$ cat src/rtl/life_pkg.sv
// Shared definitions for the life-grid column controller: command encodings,
// controller states and the width of one 4-cell column.
package life_pkg;

    localparam int CELL_W = 4;

    typedef enum logic [1:0] {
        OP_STEP  = 2'b00,
        OP_LOAD  = 2'b01,
        OP_WRITE = 2'b10,
        OP_CLEAR = 2'b11
    } op_e;

    typedef enum logic [2:0] {
        S_IDLE,
        S_STEP,
        S_LOAD,
        S_WRITE,
        S_CLEAR,
        S_DONE
    } state_e;

endpackage

$ cat src/rtl/life_onehot.sv
// Column-index decoder: one-hot select of column idx, all zeros when disabled
// or when idx is beyond the last column.
module life_onehot #(
    parameter int NCOLS = 8
) (
    input  logic                     en,
    input  logic [$clog2(NCOLS)-1:0] idx,
    output logic [NCOLS-1:0]         onehot
);

    localparam int IW = $clog2(NCOLS);

    always_comb begin
        for (int i = 0; i < NCOLS; i++) begin
            onehot[i] = en && (idx == IW'(i));
        end
    end

endmodule

$ cat src/rtl/life_ctrl.sv
// Life-grid column controller: accepts STEP/LOAD/WRITE/CLEAR commands and
// sequences the shared column controls; every output comes straight from a flop.
module life_ctrl
    import life_pkg::*;
#(
    parameter int NCOLS = 8,
    parameter int CW    = 8
) (
    input  logic                     clk,
    input  logic                     reset,
    input  logic                     cmd_valid,
    output logic                     cmd_ready,
    input  logic [1:0]               cmd_op,
    input  logic [CW-1:0]            cmd_count,
    input  logic [$clog2(NCOLS)-1:0] cmd_col,
    input  logic [1:0]               cmd_row,
    input  logic                     cmd_val,
    input  logic                     halt,
    input  logic [CELL_W-1:0]        ld_data,
    input  logic                     ld_valid,
    output logic                     ld_ready,
    output logic [NCOLS-1:0]         col_sel,
    output logic                     enable,
    output logic                     scan,
    output logic [CELL_W-1:0]        scan_val,
    output logic                     write_enb,
    output logic [1:0]               row,
    output logic                     val,
    output logic [15:0]              gen_count,
    output logic                     done
);

    localparam int IW = $clog2(NCOLS);

    state_e            state, state_n;
    logic [CW-1:0]     left, left_n;
    logic [IW-1:0]     col_idx, idx_n;
    logic              drain, drain_n;

    logic              ready_n, ld_ready_n, enable_n, scan_n, write_n, val_n, done_n;
    logic [CELL_W-1:0] scan_val_n;
    logic [1:0]        row_n;
    logic [15:0]       gen_n;
    logic [NCOLS-1:0]  col_sel_n;

    logic              oh_en, all_cols;
    logic [IW-1:0]     oh_idx;
    logic [NCOLS-1:0]  oh_cols;
    op_e               op;

    assign op = op_e'(cmd_op);

    life_onehot #(.NCOLS(NCOLS)) u_onehot (
        .en     (oh_en),
        .idx    (oh_idx),
        .onehot (oh_cols)
    );

    // Outputs are computed for the state being entered and then registered,
    // so each control is high exactly during the cycles of that state.
    always_comb begin
        // NOTE: every signal gets a default first so no path can infer a latch.
        state_n    = state;
        left_n     = left;
        idx_n      = col_idx;
        drain_n    = drain;
        gen_n      = gen_count;
        scan_n     = 1'b0;
        scan_val_n = '0;
        write_n    = 1'b0;
        row_n      = '0;
        val_n      = 1'b0;
        oh_en      = 1'b0;
        oh_idx     = col_idx;
        all_cols   = 1'b0;

        unique case (state)
            S_IDLE: begin
                if (cmd_valid) begin
                    unique case (op)
                        OP_STEP: begin
                            left_n  = cmd_count;
                            state_n = (cmd_count == '0) ? S_DONE : S_STEP;
                        end
                        OP_LOAD: begin
                            idx_n   = '0;
                            drain_n = 1'b0;
                            state_n = S_LOAD;
                        end
                        OP_WRITE: begin
                            oh_en   = 1'b1;
                            oh_idx  = cmd_col;
                            row_n   = cmd_row;
                            val_n   = cmd_val;
                            write_n = 1'b1;
                            state_n = S_WRITE;
                        end
                        OP_CLEAR: begin
                            scan_n   = 1'b1;
                            all_cols = 1'b1;
                            state_n  = S_CLEAR;
                        end
                    endcase
                end
            end
            S_STEP: begin
                left_n = left - CW'(1);
                if (halt || left == CW'(1)) state_n = S_DONE;
            end
            S_LOAD: begin
                // The cycle after the final beat drains its scan pulse before DONE.
                if (drain) begin
                    state_n = S_DONE;
                end else if (ld_valid) begin
                    scan_n     = 1'b1;
                    scan_val_n = ld_data;
                    oh_en      = 1'b1;
                    if (col_idx == IW'(NCOLS - 1)) begin
                        drain_n = 1'b1;
                        idx_n   = '0;
                    end else begin
                        idx_n = col_idx + IW'(1);
                    end
                end
            end
            S_WRITE, S_CLEAR: state_n = S_DONE;
            S_DONE:           state_n = S_IDLE;
            default:          state_n = S_IDLE;
        endcase

        enable_n   = (state_n == S_STEP);
        ready_n    = (state_n == S_IDLE);
        ld_ready_n = (state_n == S_LOAD) && !drain_n;
        done_n     = (state_n == S_DONE);
        col_sel_n  = all_cols ? '1 : oh_cols;
        if (enable_n) gen_n = gen_count + 16'd1;
    end

    always_ff @(posedge clk or negedge reset) begin
        if (!reset) begin
            // NOTE: sequential state uses non-blocking assignments only.
            state     <= S_IDLE;
            left      <= '0;
            col_idx   <= '0;
            drain     <= 1'b0;
            cmd_ready <= 1'b1;
            ld_ready  <= 1'b0;
            col_sel   <= '0;
            enable    <= 1'b0;
            scan      <= 1'b0;
            scan_val  <= '0;
            write_enb <= 1'b0;
            row       <= '0;
            val       <= 1'b0;
            gen_count <= '0;
            done      <= 1'b0;
        end else begin
            state     <= state_n;
            left      <= left_n;
            col_idx   <= idx_n;
            drain     <= drain_n;
            cmd_ready <= ready_n;
            ld_ready  <= ld_ready_n;
            col_sel   <= col_sel_n;
            enable    <= enable_n;
            scan      <= scan_n;
            scan_val  <= scan_val_n;
            write_enb <= write_n;
            row       <= row_n;
            val       <= val_n;
            gen_count <= gen_n;
            done      <= done_n;
        end
    end

endmodule

$ cat config.mk
export PLATFORM = sky130hd
export DESIGN_NAME = life_ctrl
export DESIGN_NICKNAME = d
export VERILOG_FILES = /design/src/rtl/life_pkg.sv /design/src/rtl/life_onehot.sv /design/src/rtl/life_ctrl.sv
export SDC_FILE = /design/constraint.sdc
export NUM_CORES = 1
export LEC_CHECK = 0
export BUFFER_PORTS_ARGS = -buffer_cell sky130_fd_sc_hd__buf_2
export CORE_MARGIN = 2
export CORE_UTILIZATION = 50
export DETAILED_ROUTE_END_ITERATION = 10
export PLACE_DENSITY = 0.75
export SYNTH_ARGS = -nofsm -noshare
export SYNTH_HDL_FRONTEND = slang
export SYNTH_SLANG_ARGS = --single-unit
$ cat constraint.sdc
create_clock -name clk -period 2.98 [get_ports clk]
set_clock_uncertainty 0.15 [all_clocks]
set_input_delay 0.894 -clock clk [delete_from_list [all_inputs] [get_ports clk]]
set_output_delay 0.894 -clock clk [all_outputs]
set_load 0.01 [all_outputs]
# Word-level counts from Yosys, hierarchy flattened

Cells that the tools add are included.

Flip-flop bits (word level): 52
Output and inout port bits: 37
Input bits: 25
Word-level logic and storage cells: 107

Muxes and demuxes: 44
Reductions and logical operators: 21
$add $sub $neg: 3
Equality and inequality tests: 24

Operator list:

| cell                    | count |
|---|---|
| $mux W3                 | 12 |
| $mux W8                 | 3 |
| $pmux W3 S4             | 2 |
| $eq A3 B3 Y1 const B    | 7 |
| $add A16 B1 Y16 const B | 1 |
| $mux W1                 | 16 |
| $pmux W8 S2             | 1 |
| $eq A3 B2 Y1 const B    | 5 |
| $mux W4                 | 3 |
| $eq A3 B1 Y1 const B    | 3 |
| $logic_and A1 B1 Y1     | 9 |
| $logic_not A3 Y1        | 3 |
| $eq A8 B1 Y1 const B    | 1 |
| $logic_not A8 Y1        | 1 |
| $sub A8 B1 Y8 const B   | 1 |
| $mux W2                 | 3 |
| $ne A2 B2 Y1 const B    | 3 |
| $pmux W1 S2             | 3 |
| $pmux W3 S2             | 1 |
| $reduce_and A5 Y1       | 1 |
| $eq A2 B2 Y1 const B    | 2 |
| $ne A2 B1 Y1 const B    | 2 |
| $reduce_bool A2 Y1      | 2 |
| $add A3 B1 Y3 const B   | 1 |
| 6 further kinds         | 6 |

# Longest topological paths before layout

Gate-level depths: netlist of the first run.

Word-level depth: 7
Mapped depth: 8
Gate-level depth less buffers: 7

# Hierarchy

From an unflattened synthesis of the first run, not the netlist that was laid out.

Cell total of the unflattened synthesis: 246
Area, all modules: 2,662.6 µm²

Modules (own cells, without submodules):

| module      | times used | cells an instance | area an instance (µm²) | seq. area each (µm²) |
|---|---|---|---|---|
| life_ctrl   | 1          | 238               | 2,567.5                | 1,302.5 |
| life_onehot | 1          | 8                 | 95.1                   | 0.0 |

# Worst setup path after synthesis of the first run

OpenSTA, ideal clock, no wires.

Path kind: input -> register
Start point: in cmd_op[0]
End point: reg gen_count[13]
Path buffers: 1
Data required time: 2.751 ns
Library setup time: 0.079 ns
Stages: 8
Data arrival time: 2.374 ns
Path slack: 0.377 ns
Path through: inv_1 ha_1 and3b_1 o21ai_4 o211ai_4 buf_6 a2111oi_2 xor2_1

Longest elaborated chain between the ends: 5
Elaborated cells between the ends (all ways): 8
Those cells by class: eq/ne (4); mux (3); reduce/logical (1)

Ends and longest elaborated chain:

| item                                       | RTL line         | source |
|---|---|---|
| start: declaration                         | life_ctrl.sv:13  | `input logic [1:0] cmd_op,` |
| $eq A2 B2 Y1, or another cell as far along | life_ctrl.sv:80  | `unique case (op)` |
| $pmux W3 S4 *                              | life_ctrl.sv:80  |  |
| $mux W3 *                                  | life_ctrl.sv:79  | `if (cmd_valid) begin` |
| $pmux W3 S4 *                              | life_ctrl.sv:77  | `unique case (state)` |
| $eq A3 B1 Y1 *                             | life_ctrl.sv:131 | `enable_n = (state_n == S_STEP);` |
| end signal: assignment                     | life_ctrl.sv:171 | `gen_count <= gen_n;` |
| end: declaration                           | life_ctrl.sv:29  | `output logic [15:0] gen_count,` |

Mark *: on every way between the ends. The rest lies on a longest branch, timed or not.
A chain may end at the register's enable or synchronous reset.

# Worst setup path in the final report of the first run

Start point: in cmd_op[0]
End point: reg gen_count[7]

The elaborated chain is that of the path after synthesis.

==> results.txt, run 1 <==
----------------------------------------------------
[Clock network]
  Num CTS Buffers ... 5
  Clock root buffer ... sky130_fd_sc_hd__clkbuf_8
  TritonCTS clock tree ... built
  CTS clock-pin slew for the worst setup and hold paths ... 0.09 ns
  Insertion delay to the later sink of the worst-skew pair ... 0.31 ns
  Hold-fix buffer count after cts ... 0
  Post-CTS Resized ... 0
  Maximum clock insertion buffer count ... 2
  Total number of H-tree levels ... 2
  Num Clock Sinks ... 52
  Total setup buffers inserted after CTS ... 0

[Yosys]
  Net count after synthesis ... 282
  Area fraction in compound gates after synthesis ... 20.3%
  Share of synthesized cell area in full adder, half adder and majority cells ... 4.71%
  Leading cell types by total area after synthesis ... sky130_fd_sc_hd__dfrtp_1 (48%), sky130_fd_sc_hd__ha_1 (4.7%), sky130_fd_sc_hd__xor2_1 (4.6%)
  Most used standard cells in the synthesized netlist ... sky130_fd_sc_hd__dfrtp_1 (51), sky130_fd_sc_hd__nand2_1 (21), sky130_fd_sc_hd__o21ai_0 (21)
  Number of enable flip-flop cells after synthesis ... 0
  Cell type with the largest total area after synthesis ... sky130_fd_sc_hd__dfrtp_1
  FFs w/ async S/R, synth ... 100%
  Per-instance average area after synthesis ... 10.7 sq um
  Flip-flop and latch count after synthesis ... 52
  XOR/XNOR share of the synthesized area ... 4.95%
  Number of warnings reported in the yosys synthesis log ... 0
  Share of the synthesized area in the top cell type ... 48.1%
  Top flip-flop cell by instance count after synthesis ... sky130_fd_sc_hd__dfrtp_1
  Netlist Area Pre-Place ... 2660 sq um
  Largest family of logic cells by synthesized area ... compound AO/OA/AOI/OAI gates
  Fraction of synthesized area in multiplexers ... 0.424%
  Number of different library cells in the post-synthesis netlist ... 45
  Basic-gate share of the synthesized area counting and, or, nand and nor cells ... 16.7%
  Top-count cell post-synth ... sky130_fd_sc_hd__dfrtp_1
  Number of instances in the synthesized netlist ... 247
  Share of synthesized area occupied by flip-flops and latches ... 49.1%

[Pwr]
  Part of the power in the clock network ... 18.7%
  Combinational share of power ... 39.9%
  Worst-case vdd ir drop ... 0.470 mV
  Relative contribution of sequential cells to total power ... 41.4%
  NetSw ... 1.08 mW
  Pwr per Cell Area ... 821 nW/um^2
  Switching fraction of total power ... 41.8%
  Internal power ... 1.50 mW
  P_leak ... 1.58 nW

[Die]
  Die Y-Extent ... 76.9 um
  I/O pin count ... 62
  FP Rows ... 26
  Core outline area ... 5110 sq um
  Horizontal die dimension ... 76.9 um
  Die area ... 5910 sq um
  Effective utilization at floorplan ... 52.0%

[Detailed routing]
  Remaining design rule violation count ... 0
  Detailed-route wire length on metal 1 ... 2460 um
  Average wire per cell in the routed design ... 14.1 um
  Amount of wire on met3 after detailed routing ... 244 um
  Detailed Route WL ... 5380 um
  Via count normalized by instance count ... 5.55
  Count of antenna-violating nets left after detailed routing ... 0
  Uppermost metal layer occupied by signal nets ... met4
  Detailed router's first-iteration violation count ... 129
  Length of the first detailed-routing pass in iterations ... 4
  Via total after detailed routing ... 2,116
  Wire length on met2 ... 2610 um

[Min path]
  HP Class ... flip-flop to flip-flop

[Worst setup path]
  Critical Setup Path Class ... input port to flip-flop
  Nature of the critical path startpoint ... input port
  Critical Path AT ... 2.68 ns
  CP Capture Type ... flip-flop
  WP data required ... 3.06 ns
  Maximum fanout encountered on the critical timing path ... 15

[STA]
  RSZ-0062 raised after global routing ... false
  Top achievable clock speed ... 0.384 GHz
  Final critical delay including setup and external delays ... 2.61 ns
  Part of the cycle the worst path needs ... 87.4%
  Actual transition at the worst max-transition pin ... 0.580 ns
  Worst relative slew slack ... 61.2%
  Total Negative Setup Slacks ... 0 ns
  Final-report max-slew violation count ... 0
  Number of setup violations in the final report ... 0
  Hold Fails Final Rpt ... 0

[Global routing]
  Global-route wire length before repair ... 9180 um
  Number of antenna violations at the first check in global routing ... 0
  Pin count of the biggest net entering global routing ... 32
  Total global-route track usage ... 19.3%
  Global-route congestion overflow total ... 0
  Vias in the first global route ... 1,922

[Finish]
  Diode count ... 0
  Fillcell total ... 443
  Final-stage net count ... 345
  Area delta synth->final ... 18.1%
  Fraction of final layout cells sized beyond drive strength 1 ... 28.3%
  Post-route cell area ... 3140 sq um

[Run]
  Max-cap violations ... 0

[Placement]
  Post-place instance area ... 3030 sq um
  Count of buffers from port buffering ... 61
  Post-detailed-placement half-perimeter wirelength ... 3930 um
  Last weighted congestion value of the routability-driven placer ... 0.800

[Outcome]
  Outcome ... finished clean

----------------------------------------------------
==> registers in the layout, summed over array words and instances, names as in the netlist <==
register   count
gen_count     16
col_sel        8
left           8
scan_val       4
col_idx        3
state          3
row            2
cmd_ready      1
done           1
drain          1
enable         1
ld_ready       1
scan           1
val            1
write_enb      1
==> layout make-up <==
class	instances	area [sq um]	area share, %
sequential	52	1300	41.5
multi-input combinational	175	1250	39.8
timing repair buffer	64	340	10.8
tap	70	87.6	2.79
clock buffer	5	68.8	2.19
inverter	12	45.0	1.44
clock inverter	3	42.5	1.36
==> cell families after synthesis <==
kind of cell               count (synthesis)
AOI/OAI and AO/OA                         68
xor gates and xnor gates                  15
adders and majority gates                 10
buffers and inverters                     20
DFF                                       52
muxes                                      1
and+or+nand+nor                           81
==> through the flow <==
stage	instances	setup slack, ns	power (mW)	hold slack, ns	util, %
after floorplan	247	0.377	1.85	0.333	-
after global placement	373	0.125	2.07	0.303	59.2
after detailed placement	373	0.0504	2.10	0.302	59.2
after CTS	381	0.372	2.59	0.320	61.4
after global routing	381	0.178	2.77	0.355	61.4
final	381	0.375	2.58	0.320	61.4
==> layout by cell type, fill, tap and decap left out, drive strengths merged, types with 3 or more instances in the layout <==
cell / instances
a2111oi: 10
a211oi: 5
a21oi: 12
a31oi: 6
and2: 8
and3: 5
buf: 64
clkbuf: 5
dfrtp: 51
ha: 10
inv: 12
nand2: 21
nand2b: 3
nand3: 8
nand4: 4
nor2: 11
nor3: 5
nor4: 5
o211ai: 3
o21ai: 23
xor2: 14
==> path summary, 6_finish.rpt <==
path	endpoint	slack, ns	startpoint	cells after the start
worst max-delay path	gen_count[7]$_DFFE_PN0N_	0.37	cmd_op[0]	8
max in group asynchronous	gen_count[1]$_DFFE_PN0N_	1.73	reset	2
min in group asynchronous	col_idx[1]$_DFFE_PN0P_	0.40	reset	1
worst min-delay path	gen_count[15]$_DFFE_PN0N_	0.32	gen_count[15]$_DFFE_PN0N_	1
worst max register to register	gen_count[7]$_DFFE_PN0N_	0.56	state[1]$_DFF_PN0_	4
worst min register to register	gen_count[15]$_DFFE_PN0N_	0.32	gen_count[15]$_DFFE_PN0N_	1
==> critical path, cell delays in order <==
cell and delay [ns]:
sky130_fd_sc_hd__buf_2 0.11, sky130_fd_sc_hd__inv_1 0.07, sky130_fd_sc_hd__ha_1 0.28, sky130_fd_sc_hd__and3b_1 0.20, sky130_fd_sc_hd__o21ai_4 0.20, sky130_fd_sc_hd__o211ai_4 0.23, sky130_fd_sc_hd__a2111oi_1 0.49, sky130_fd_sc_hd__xor2_1 0.20
==> layer usage <==
layer / global-route usage [%] / vias to the layer above
met1: 26.2 / 1023
li1: - / 1031
met3: 3.88 / 6
met5: 0 / -
met4: 7.09 / 0
met2: 30.8 / 56
==> power by group through the flow <==
stage | sequential, mW | combinational [mW] | clock (mW)
floorplan | 1.03 | 0.821 | 0
global placement | 1.07 | 0.998 | 0
detailed placement | 1.08 | 1.02 | 0
CTS | 1.06 | 1.03 | 0.496
global route | 1.10 | 1.14 | 0.533
finish | 1.07 | 1.03 | 0.482
Note: power is estimated with default switching activity, not from simulation.
==> inputs of run 2 (changes only) <==
--- a/config.mk
+++ b/config.mk
@@ -9,6 +9,7 @@
 export CORE_MARGIN = 2
 export CORE_UTILIZATION = 50
 export DETAILED_ROUTE_END_ITERATION = 10
+export MAX_ROUTING_LAYER = met4
 export PLACE_DENSITY = 0.75
 export SYNTH_ARGS = -nofsm -noshare
 export SYNTH_HDL_FRONTEND = slang
==> run 2 against run 1 <==
Compared with the run above:
- clock power hardly changed
- die area stayed put
- sequential power hardly changed
- utilization stayed put
- sequential share of layout area stayed put
- largest cell class unchanged
==> results.txt, run 2 (same netlist as run 1, synthesis figures left out) <==
----------------------------------------------------
[Placement]
  Worst setup slack before clock tree synthesis ... 0.0504 ns (unchanged)
  Last weighted congestion value of the routability-driven placer ... 0.812 (+1.4%)
  Count of buffers from port buffering ... 61 (unchanged)
  Post-detailed-placement half-perimeter wirelength ... 3930 um (unchanged)

[Outcome]
  Outcome ... finished clean

[Finish]
  Registers with the most flip-flops ... gen_count x16, col_sel x8, left x8
  Diode count ... 0 (unchanged)
  Most frequent cells in the layout ... sky130_fd_sc_hd__buf_2 (61), sky130_fd_sc_hd__dfrtp_1 (51), sky130_fd_sc_hd__nand2_1 (21), sky130_fd_sc_hd__o21ai_0 (21), sky130_fd_sc_hd__xor2_1 (14)
  Fraction of final layout cells sized beyond drive strength 1 ... 28.3% (unchanged)
  Most common library cell in the layout ignoring fill and taps ... sky130_fd_sc_hd__buf_2
  Flip-flop count of the largest register after layout ... 16 (unchanged)
  Register with the most flip-flops ... gen_count
  Final-stage net count ... 345 (unchanged)
  Area delta synth->final ... 18.1% (unchanged)

[Detailed routing]
  Count of antenna-violating nets left after detailed routing ... 0 (unchanged)
  Remaining design rule violation count ... 0 (unchanged)
  Via total after detailed routing ... 2,102 (-0.66%)
  Average wire per cell in the routed design ... 14.1 um (-0.13%)
  Length of the first detailed-routing pass in iterations ... 4 (unchanged)
  Via count normalized by instance count ... 5.52 (-0.66%)
  Detailed Route WL ... 5370 um (-0.13%)
  Detailed router's first-iteration violation count ... 140 (+8.5%)

[Global routing]
  Pin count of the biggest net entering global routing ... 32 (unchanged)
  Number of antenna violations at the first check in global routing ... 0 (unchanged)
  Global-route congestion overflow total ... 0 (unchanged)
  Total global-route track usage ... 19.9% (+0.61 points)
  Vias in the first global route ... 1,921 (-0.052%)
  Global-route wire length before repair ... 9200 um (+0.22%)

[Die]
  I/O pin count ... 62 (unchanged)
  Die Y-Extent ... 76.9 um (unchanged)
  Die area ... 5910 sq um (unchanged)
  Effective utilization at floorplan ... 52.0% (unchanged)
  FP Rows ... 26 (unchanged)
  Core outline area ... 5110 sq um (unchanged)
  Horizontal die dimension ... 76.9 um (unchanged)

[STA]
  Tightest hold margin ... 0.320 ns (-0.0000500 ns)
  RSZ-0062 raised after global routing ... false
  Worst Setup Slack, final ... 0.373 ns (-0.00173 ns)
  Final critical delay including setup and external delays ... 2.61 ns (+0.00173 ns)
  Number of setup violations in the final report ... 0 (unchanged)
  Total Negative Setup Slacks ... 0 ns (unchanged)
  Actual transition at the worst max-transition pin ... 0.583 ns (+0.00264 ns)
  Top achievable clock speed ... 0.384 GHz (about the same)
  Part of the cycle the worst path needs ... 87.5% (about the same)
  Worst relative slew slack ... 61.0% (-0.18 points)
  Final-report max-slew violation count ... 0 (unchanged)
  Hold Fails Final Rpt ... 0 (unchanged)

[Clock network]
  Total setup buffers inserted after CTS ... 0 (unchanged)
  TritonCTS clock tree ... built
  CTS clock-pin slew for the worst setup and hold paths ... 0.09 ns (about the same)
  Post-CTS Resized ... 0 (unchanged)
  Num CTS Buffers ... 5 (unchanged)
  Insertion delay to the later sink of the worst-skew pair ... 0.31 ns (about the same)
  Num Clock Sinks ... 52 (unchanged)
  Maximum clock insertion buffer count ... 2 (unchanged)
  Hold-fix buffer count after cts ... 0 (unchanged)
  Clock root buffer ... sky130_fd_sc_hd__clkbuf_8
  Total number of H-tree levels ... 2 (unchanged)

[Pwr]
  P_leak ... 1.58 nW (unchanged)
  Worst-case vdd ir drop ... 0.469 mV (-0.28%)
  Pwr per Cell Area ... 821 nW/um^2 (about the same)

[Worst setup path]
  WP data required ... 3.06 ns (about the same)
  Critical Setup Path Class ... input port to flip-flop
  Capturing point of the worst reg2reg path ... gen_count[7]$_DFFE_PN0N_
  Register-to-Register Path Depth ... 4 (unchanged)
  Nature of the critical path startpoint ... input port
  Maximum fanout encountered on the critical timing path ... 15 (unchanged)
  Critical Path AT ... 2.69 ns (about the same)
  Reg-to-Reg Start ... state[1]$_DFF_PN0_
  Flop2flop setup slack ... 0.57 ns (about the same)
  CP Capture Type ... flip-flop

[Min path]
  Worst hold path stage count ... 1 (unchanged)
  Endpoint of the worst hold path ... gen_count[15]$_DFFE_PN0N_
  Hold Path Origin ... gen_count[15]$_DFFE_PN0N_
  HP Class ... flip-flop to flip-flop

[Run]
  Max-cap violations ... 0 (unchanged)

----------------------------------------------------
==> run 2: how the worst max path moves through the flow <==
stage,cells after the start,startpoint,to,slack (ns)
floorplan,8,cmd_op[0],gen_count[13]$_DFFE_PN0N_,0.38
global placement,8,cmd_op[0],gen_count[8]$_DFFE_PN0N_,0.13
detailed placement,8,cmd_op[0],gen_count[5]$_DFFE_PN0N_,0.05
CTS,8,cmd_op[0],gen_count[7]$_DFFE_PN0N_,0.37
global route,8,cmd_op[0],gen_count[3]$_DFFE_PN0N_,0.18
finish,8,cmd_op[0],gen_count[7]$_DFFE_PN0N_,0.37
==> run 2: final cells by class <==
| type | instances | area [sq um] |
|---|---|---|
| Fill cell | 443 | 1970 |
| Sequential cell | 52 | 1300 |
| Multi-Input combinational cell | 175 | 1250 |
| Timing Repair Buffer | 64 | 340 |
| Tap cell | 70 | 87.6 |
| Clock buffer | 5 | 68.8 |
| Inverter | 12 | 45.0 |
| Clock inverter | 3 | 42.5 |
==> run 2: critical path, cell delays in order <==
cell	delay [ns]
sky130_fd_sc_hd__buf_2	0.11
sky130_fd_sc_hd__inv_1	0.07
sky130_fd_sc_hd__ha_1	0.28
sky130_fd_sc_hd__and3b_1	0.20
sky130_fd_sc_hd__o21ai_4	0.20
sky130_fd_sc_hd__o211ai_4	0.23
sky130_fd_sc_hd__a2111oi_1	0.49
sky130_fd_sc_hd__xor2_1	0.20
==> run 2: stage by stage <==
| stage | instance area, sq um | utilization [%] | power (mW) | std cells |
|---|---|---|---|---|
| 2_1_floorplan | 2660 | - | 1.85 | 247 |
| 3_3_place_gp | 3030 | 59.2 | 2.07 | 373 |
| 3_5_place_dp | 3030 | 59.2 | 2.10 | 373 |
| 4_1_cts | 3140 | 61.4 | 2.59 | 381 |
| 5_1_grt | 3140 | 61.4 | 2.77 | 381 |
| 6_report | 3140 | 61.4 | 2.57 | 381 |
==> run 2: per-layer routing <==
metal / track usage (%) / vias up / part of all wire (%)
li1: - / 1030 / -
met1: 26.5 / 1014 / 46
met2: 30.7 / 52 / 48
met3: 3.76 / 6 / 4.6
met4: 7.09 / 0 / 1.3
met5: - / - / 0
==> run 2: where the power goes <==
group | total, mW | internal, mW | switching [mW]
clock | 0.482 | 0.249 | 0.233
combinational | 1.03 | 0.381 | 0.646
sequential | 1.07 | 0.869 | 0.196
==> inputs of run 3 (changes only) <==
--- a/config.mk
+++ b/config.mk
@@ -5,12 +5,14 @@
 export SDC_FILE = /design/constraint.sdc
 export NUM_CORES = 1
 export LEC_CHECK = 0
+export ABC_AREA = 1
 export BUFFER_PORTS_ARGS = -buffer_cell sky130_fd_sc_hd__buf_2
 export CORE_MARGIN = 2
 export CORE_UTILIZATION = 50
 export DETAILED_ROUTE_END_ITERATION = 10
 export MAX_ROUTING_LAYER = met4
-export PLACE_DENSITY = 0.75
+export PLACE_DENSITY = 0.74
+export RECOVER_POWER = 50
 export SYNTH_ARGS = -nofsm -noshare
 export SYNTH_HDL_FRONTEND = slang
 export SYNTH_SLANG_ARGS = --single-unit
==> constraint.sdc (replaced) <==
create_clock -name clk -period 2.98 [get_ports clk]
set_clock_uncertainty 0.15 [all_clocks]
set_input_delay 0.447 -clock clk [delete_from_list [all_inputs] [get_ports clk]]
set_output_delay 0.447 -clock clk [all_outputs]
set_load 0.01 [all_outputs]
==> run 3 against run 2 <==
Compared with the run above:
- sequential cell count is the same
- power increased by 22%
- clock power is 17% higher
- sequential share of layout area is 3.9 points lower
- design area up 10%
- final cell count up 37%
- synthesized area increased by 14%
- worst hold slack worse by 0.13 ns
- sequential power up 4%
- largest cell class is now multi-input gates
==> results.txt, run 3 <==
----------------------------------------------------
[Worst setup path]
  Buffers plus inverters on the worst setup path ... 2 (unchanged)
  Maximum fanout encountered on the critical timing path ... 21 (+6)
  WP data required ... 3.01 ns (-0.05 ns)
  Dominant delay contributor by cell family on the critical path ... simple AND/OR/NAND/NOR gates
  Register-to-Register Path Depth ... 7 (+3)
  Slowest cell on the critical path ... sky130_fd_sc_hd__dfrtp_1
  Slowest stage delay, CP ... 0.41 ns (-0.08 ns)
  Critical Setup Path Class ... flip-flop to flip-flop
  Nature of the critical path startpoint ... flip-flop
  CP Capture Type ... flip-flop
  Reg-to-Reg Start ... state[2]$_DFF_PN0_
  Critical Path AT ... 2.20 ns (-0.49 ns)
  Most used cell along the critical path ... sky130_fd_sc_hd__nand3_2
  Flop2flop setup slack ... 0.81 ns (+0.24 ns)
  Ordered cell list for the critical path ... inv_1 -> nand3_2 -> inv_2 -> nand2_4 -> nand3_2 -> o21bai_1 -> nand2_1
  Capturing point of the worst reg2reg path ... gen_count[10]$_DFFE_PN0N_

[Min path]
  Hold Path Origin ... ld_data[1]
  Endpoint of the worst hold path ... scan_val[1]$_DFF_PN0_
  HP Class ... input port to flip-flop
  Worst hold path stage count ... 3 (+2)

[Finish]
  Area delta synth->final ... 14.3%
  Most common library cell in the layout ignoring fill and taps ... sky130_fd_sc_hd__nand2_1
  Register with the most flip-flops ... gen_count
  Diode count ... 0 (unchanged)
  Registers with the most flip-flops ... gen_count x16, col_sel x8, left x8
  Flip-flop count of the largest register after layout ... 16 (unchanged)
  Fraction of final layout cells sized beyond drive strength 1 ... 17.0% (-11 points)
  Fillcell total ... 574 (+30%)
  Number of non-filler instances in the completed layout ... 523 (+37%)
  Finished Core Util ... 58.8% (-2.6 points)
  Final-stage net count ... 482 (+40%)
  Most frequent cells in the layout ... sky130_fd_sc_hd__nand2_1 (100), sky130_fd_sc_hd__dfrtp_1 (51), sky130_fd_sc_hd__inv_1 (48)

[Die]
  Die Y-Extent ... 81.8 um (+6.5%)
  Die area ... 6700 sq um (+13%)
  Effective utilization at floorplan ... 51.5% (-0.52 points)
  Horizontal die dimension ... 81.8 um (+6.5%)
  I/O pin count ... 62 (unchanged)
  FP Rows ... 28 (+7.7%)
  Core outline area ... 5890 sq um (+15%)

[Yosys]
  FFs w/ async S/R, synth ... 100% (unchanged)
  Share of the synthesized area in the top cell type ... 42.1% (-5.9 points)
  Per-instance average area after synthesis ... 7.83 sq um (-27%)
  XOR/XNOR share of the synthesized area ... 2.02% (-2.9 points)
  Leading cell types by total area after synthesis ... sky130_fd_sc_hd__dfrtp_1 (42%), sky130_fd_sc_hd__nand2_1 (12%), sky130_fd_sc_hd__inv_1 (5.8%)
  Cell type with the largest total area after synthesis ... sky130_fd_sc_hd__dfrtp_1
  Share of synthesized cell area in full adder, half adder and majority cells ... 4.13% (-0.58 points)
  Number of enable flip-flop cells after synthesis ... 0 (unchanged)
  Number of warnings reported in the yosys synthesis log ... 0 (unchanged)
  Largest family of logic cells by synthesized area ... simple AND/OR/NAND/NOR gates
  Basic-gate share of the synthesized area counting and, or, nand and nor cells ... 28.8% (+12 points)
  Flip-flop and latch count after synthesis ... 52 (unchanged)
  Net count after synthesis ... 422 (+50%)
  Number of instances in the synthesized netlist ... 387 (+57%)
  Top flip-flop cell by instance count after synthesis ... sky130_fd_sc_hd__dfrtp_1
  Most used standard cells in the synthesized netlist ... sky130_fd_sc_hd__nand2_1 (99), sky130_fd_sc_hd__dfrtp_1 (51), sky130_fd_sc_hd__inv_1 (47)
  Fraction of synthesized area in multiplexers ... 0.330% (-0.094 points)
  Number of different library cells in the post-synthesis netlist ... 31 (-31%)
  Top-count cell post-synth ... sky130_fd_sc_hd__nand2_1
  Area fraction in compound gates after synthesis ... 12.1% (-8.2 points)
  Netlist Area Pre-Place ... 3030 sq um (+14%)
  Share of synthesized area occupied by flip-flops and latches ... 43.0% (-6.1 points)

[Global routing]
  Total global-route track usage ... 20.6% (+0.69 points)
  Global-route congestion overflow total ... 0 (unchanged)
  Pin count of the biggest net entering global routing ... 53 (+66%)
  Vias in the first global route ... 2,471 (+29%)
  Global-route wire length before repair ... 10,600 um (+16%)
  Number of antenna violations at the first check in global routing ... 0 (unchanged)

[STA]
  Final critical delay including setup and external delays ... 2.17 ns (-0.437 ns)
  Final-report max-slew violation count ... 0 (unchanged)
  Hold Fails Final Rpt ... 0 (unchanged)
  Number of setup violations in the final report ... 0 (unchanged)
  Top achievable clock speed ... 0.461 GHz (+20%)
  RSZ-0062 raised after global routing ... false
  Actual transition at the worst max-transition pin ... 1.28 ns (+0.693 ns)
  Part of the cycle the worst path needs ... 72.8% (-15 points)
  Worst relative slew slack ... 15.0% (-46 points)
  Total Negative Setup Slacks ... 0 ns (unchanged)

[Clock network]
  Hold-fix buffer count after cts ... 0 (unchanged)
  Total number of H-tree levels ... 2 (unchanged)
  Total setup buffers inserted after CTS ... 0 (unchanged)
  TritonCTS clock tree ... built
  Clock root buffer ... sky130_fd_sc_hd__clkbuf_8
  Maximum clock insertion buffer count ... 2 (unchanged)
  Num Clock Sinks ... 52 (unchanged)
  Post-CTS Resized ... 0 (unchanged)
  Num CTS Buffers ... 5 (unchanged)
  Insertion delay to the later sink of the worst-skew pair ... 0.30 ns (about the same)
  CTS clock-pin slew for the worst setup and hold paths ... 0.10 ns (about the same)

[Placement]
  Count of buffers from port buffering ... 61 (unchanged)
  Post-detailed-placement half-perimeter wirelength ... 4640 um (+18%)
  Instance count after placement with tap cells included ... 515 (+38%)
  Last weighted congestion value of the routability-driven placer ... 0.823 (+1.3%)

[Detailed routing]
  Uppermost metal layer occupied by signal nets ... met4
  Average wire per cell in the routed design ... 12.2 um (-13%)
  Detailed-route wire length on metal 1 ... 2900 um (+18%)
  Via count normalized by instance count ... 5.11 (-7.4%)
  Remaining design rule violation count ... 0 (unchanged)
  Count of antenna-violating nets left after detailed routing ... 0 (unchanged)
  Via total after detailed routing ... 2,671 (+27%)
  Amount of wire on met3 after detailed routing ... 279 um (+13%)
  Detailed router's first-iteration violation count ... 143 (+2.1%)
  Wire length on met2 ... 3180 um (+22%)
  Detailed Route WL ... 6400 um (+19%)
  Length of the first detailed-routing pass in iterations ... 5 (+1)

[Pwr]
  Worst-case vdd ir drop ... 0.502 mV (+7.0%)
  Pwr per Cell Area ... 909 nW/um^2 (+11%)
  P_leak ... 1.88 nW (+19%)

[Run]
  Max-cap violations ... 0 (unchanged)

[Outcome]
  Outcome ... finished clean

----------------------------------------------------
==> run 3: cell count changes after synthesis, moves of 6 or more <==
cell,delta
sky130_fd_sc_hd__nand2_1,+78
sky130_fd_sc_hd__inv_1,+35
sky130_fd_sc_hd__nor2_1,+33
sky130_fd_sc_hd__nand4_1,+17
sky130_fd_sc_hd__o21bai_1,+16
sky130_fd_sc_hd__o21ai_1,+9
sky130_fd_sc_hd__and2_1,-7
sky130_fd_sc_hd__inv_2,+7
sky130_fd_sc_hd__xor2_1,-7
sky130_fd_sc_hd__a31oi_1,-6
==> run 3: through the flow <==
step	instance area, sq um	worst slack [ns]	power (mW)	hold slack [ns]
2_1_floorplan	3030	1.28	2.30	0.00141
3_3_place_gp	3350	0.918	2.57	0.356
3_5_place_dp	3350	0.841	2.61	0.359
4_1_cts	3490	0.833	3.18	0.125
5_1_grt	3460	0.644	3.42	0.196
6_report	3460	0.810	3.14	0.194
==> run 3: worst reg2reg max path: stages (launching register included) <==
cell	delay (ns)
sky130_fd_sc_hd__dfrtp_1	0.41
sky130_fd_sc_hd__inv_1	0.12
sky130_fd_sc_hd__nand3_2	0.21
sky130_fd_sc_hd__inv_2	0.16
sky130_fd_sc_hd__nand2_4	0.21
sky130_fd_sc_hd__nand3_2	0.41
sky130_fd_sc_hd__o21bai_1	0.30
sky130_fd_sc_hd__nand2_1	0.07
==> run 3: area by class of cell <==
type	count	area [sq um]	share of cell area, %
Clock buffer	6	72.6	2.10
Clock inverter	2	60.1	1.74
Inverter	55	209	6.04
Multi-Input combinational cell	271	1430	41.4
Sequential cell	52	1300	37.6
Tap cell	75	93.8	2.71
Timing Repair Buffer	62	292	8.42
==> run 3: cells by family (layout without fill, tap and decap cells) <==
family                     after synthesis  in the layout
and+or+nand+nor                        194            194
buffers and inverters                   64            125
AOI/OAI and AO/OA                       59             59
xor gates and xnor gates                 7              7
DFF                                     52             52
muxes                                    1              1
adders and majority gates               10             10
==> run 3: how the worst max path moves through the flow <==
| stage | slack (ns) | cells after the start | startpoint | to |
|---|---|---|---|---|
| floorplan | 1.28 | 9 | cmd_op[0] | gen_count[10]$_DFFE_PN0N_ |
| global placement | 0.92 | 9 | cmd_op[0] | gen_count[4]$_DFFE_PN0N_ |
| detailed placement | 0.84 | 9 | cmd_op[0] | gen_count[10]$_DFFE_PN0N_ |
| CTS | 0.83 | 7 | state[1]$_DFF_PN0_ | gen_count[10]$_DFFE_PN0N_ |
| global route | 0.64 | 7 | state[2]$_DFF_PN0_ | gen_count[10]$_DFFE_PN0N_ |
| finish | 0.81 | 7 | state[2]$_DFF_PN0_ | gen_count[10]$_DFFE_PN0N_ |
==> run 3: report_power, final <==
part | switching [mW] | internal [mW]
Sequential | 0.189 | 0.920
Combinational | 0.990 | 0.481
Clock | 0.229 | 0.336
==> run 3: metal layers <==
layer | track usage (%) | up-vias
li1 | - | 1358
met1 | 25.6 | 1253
met2 | 35.4 | 55
met3 | 2.42 | 5
met4 | 6.00 | 0
met5 | - | -
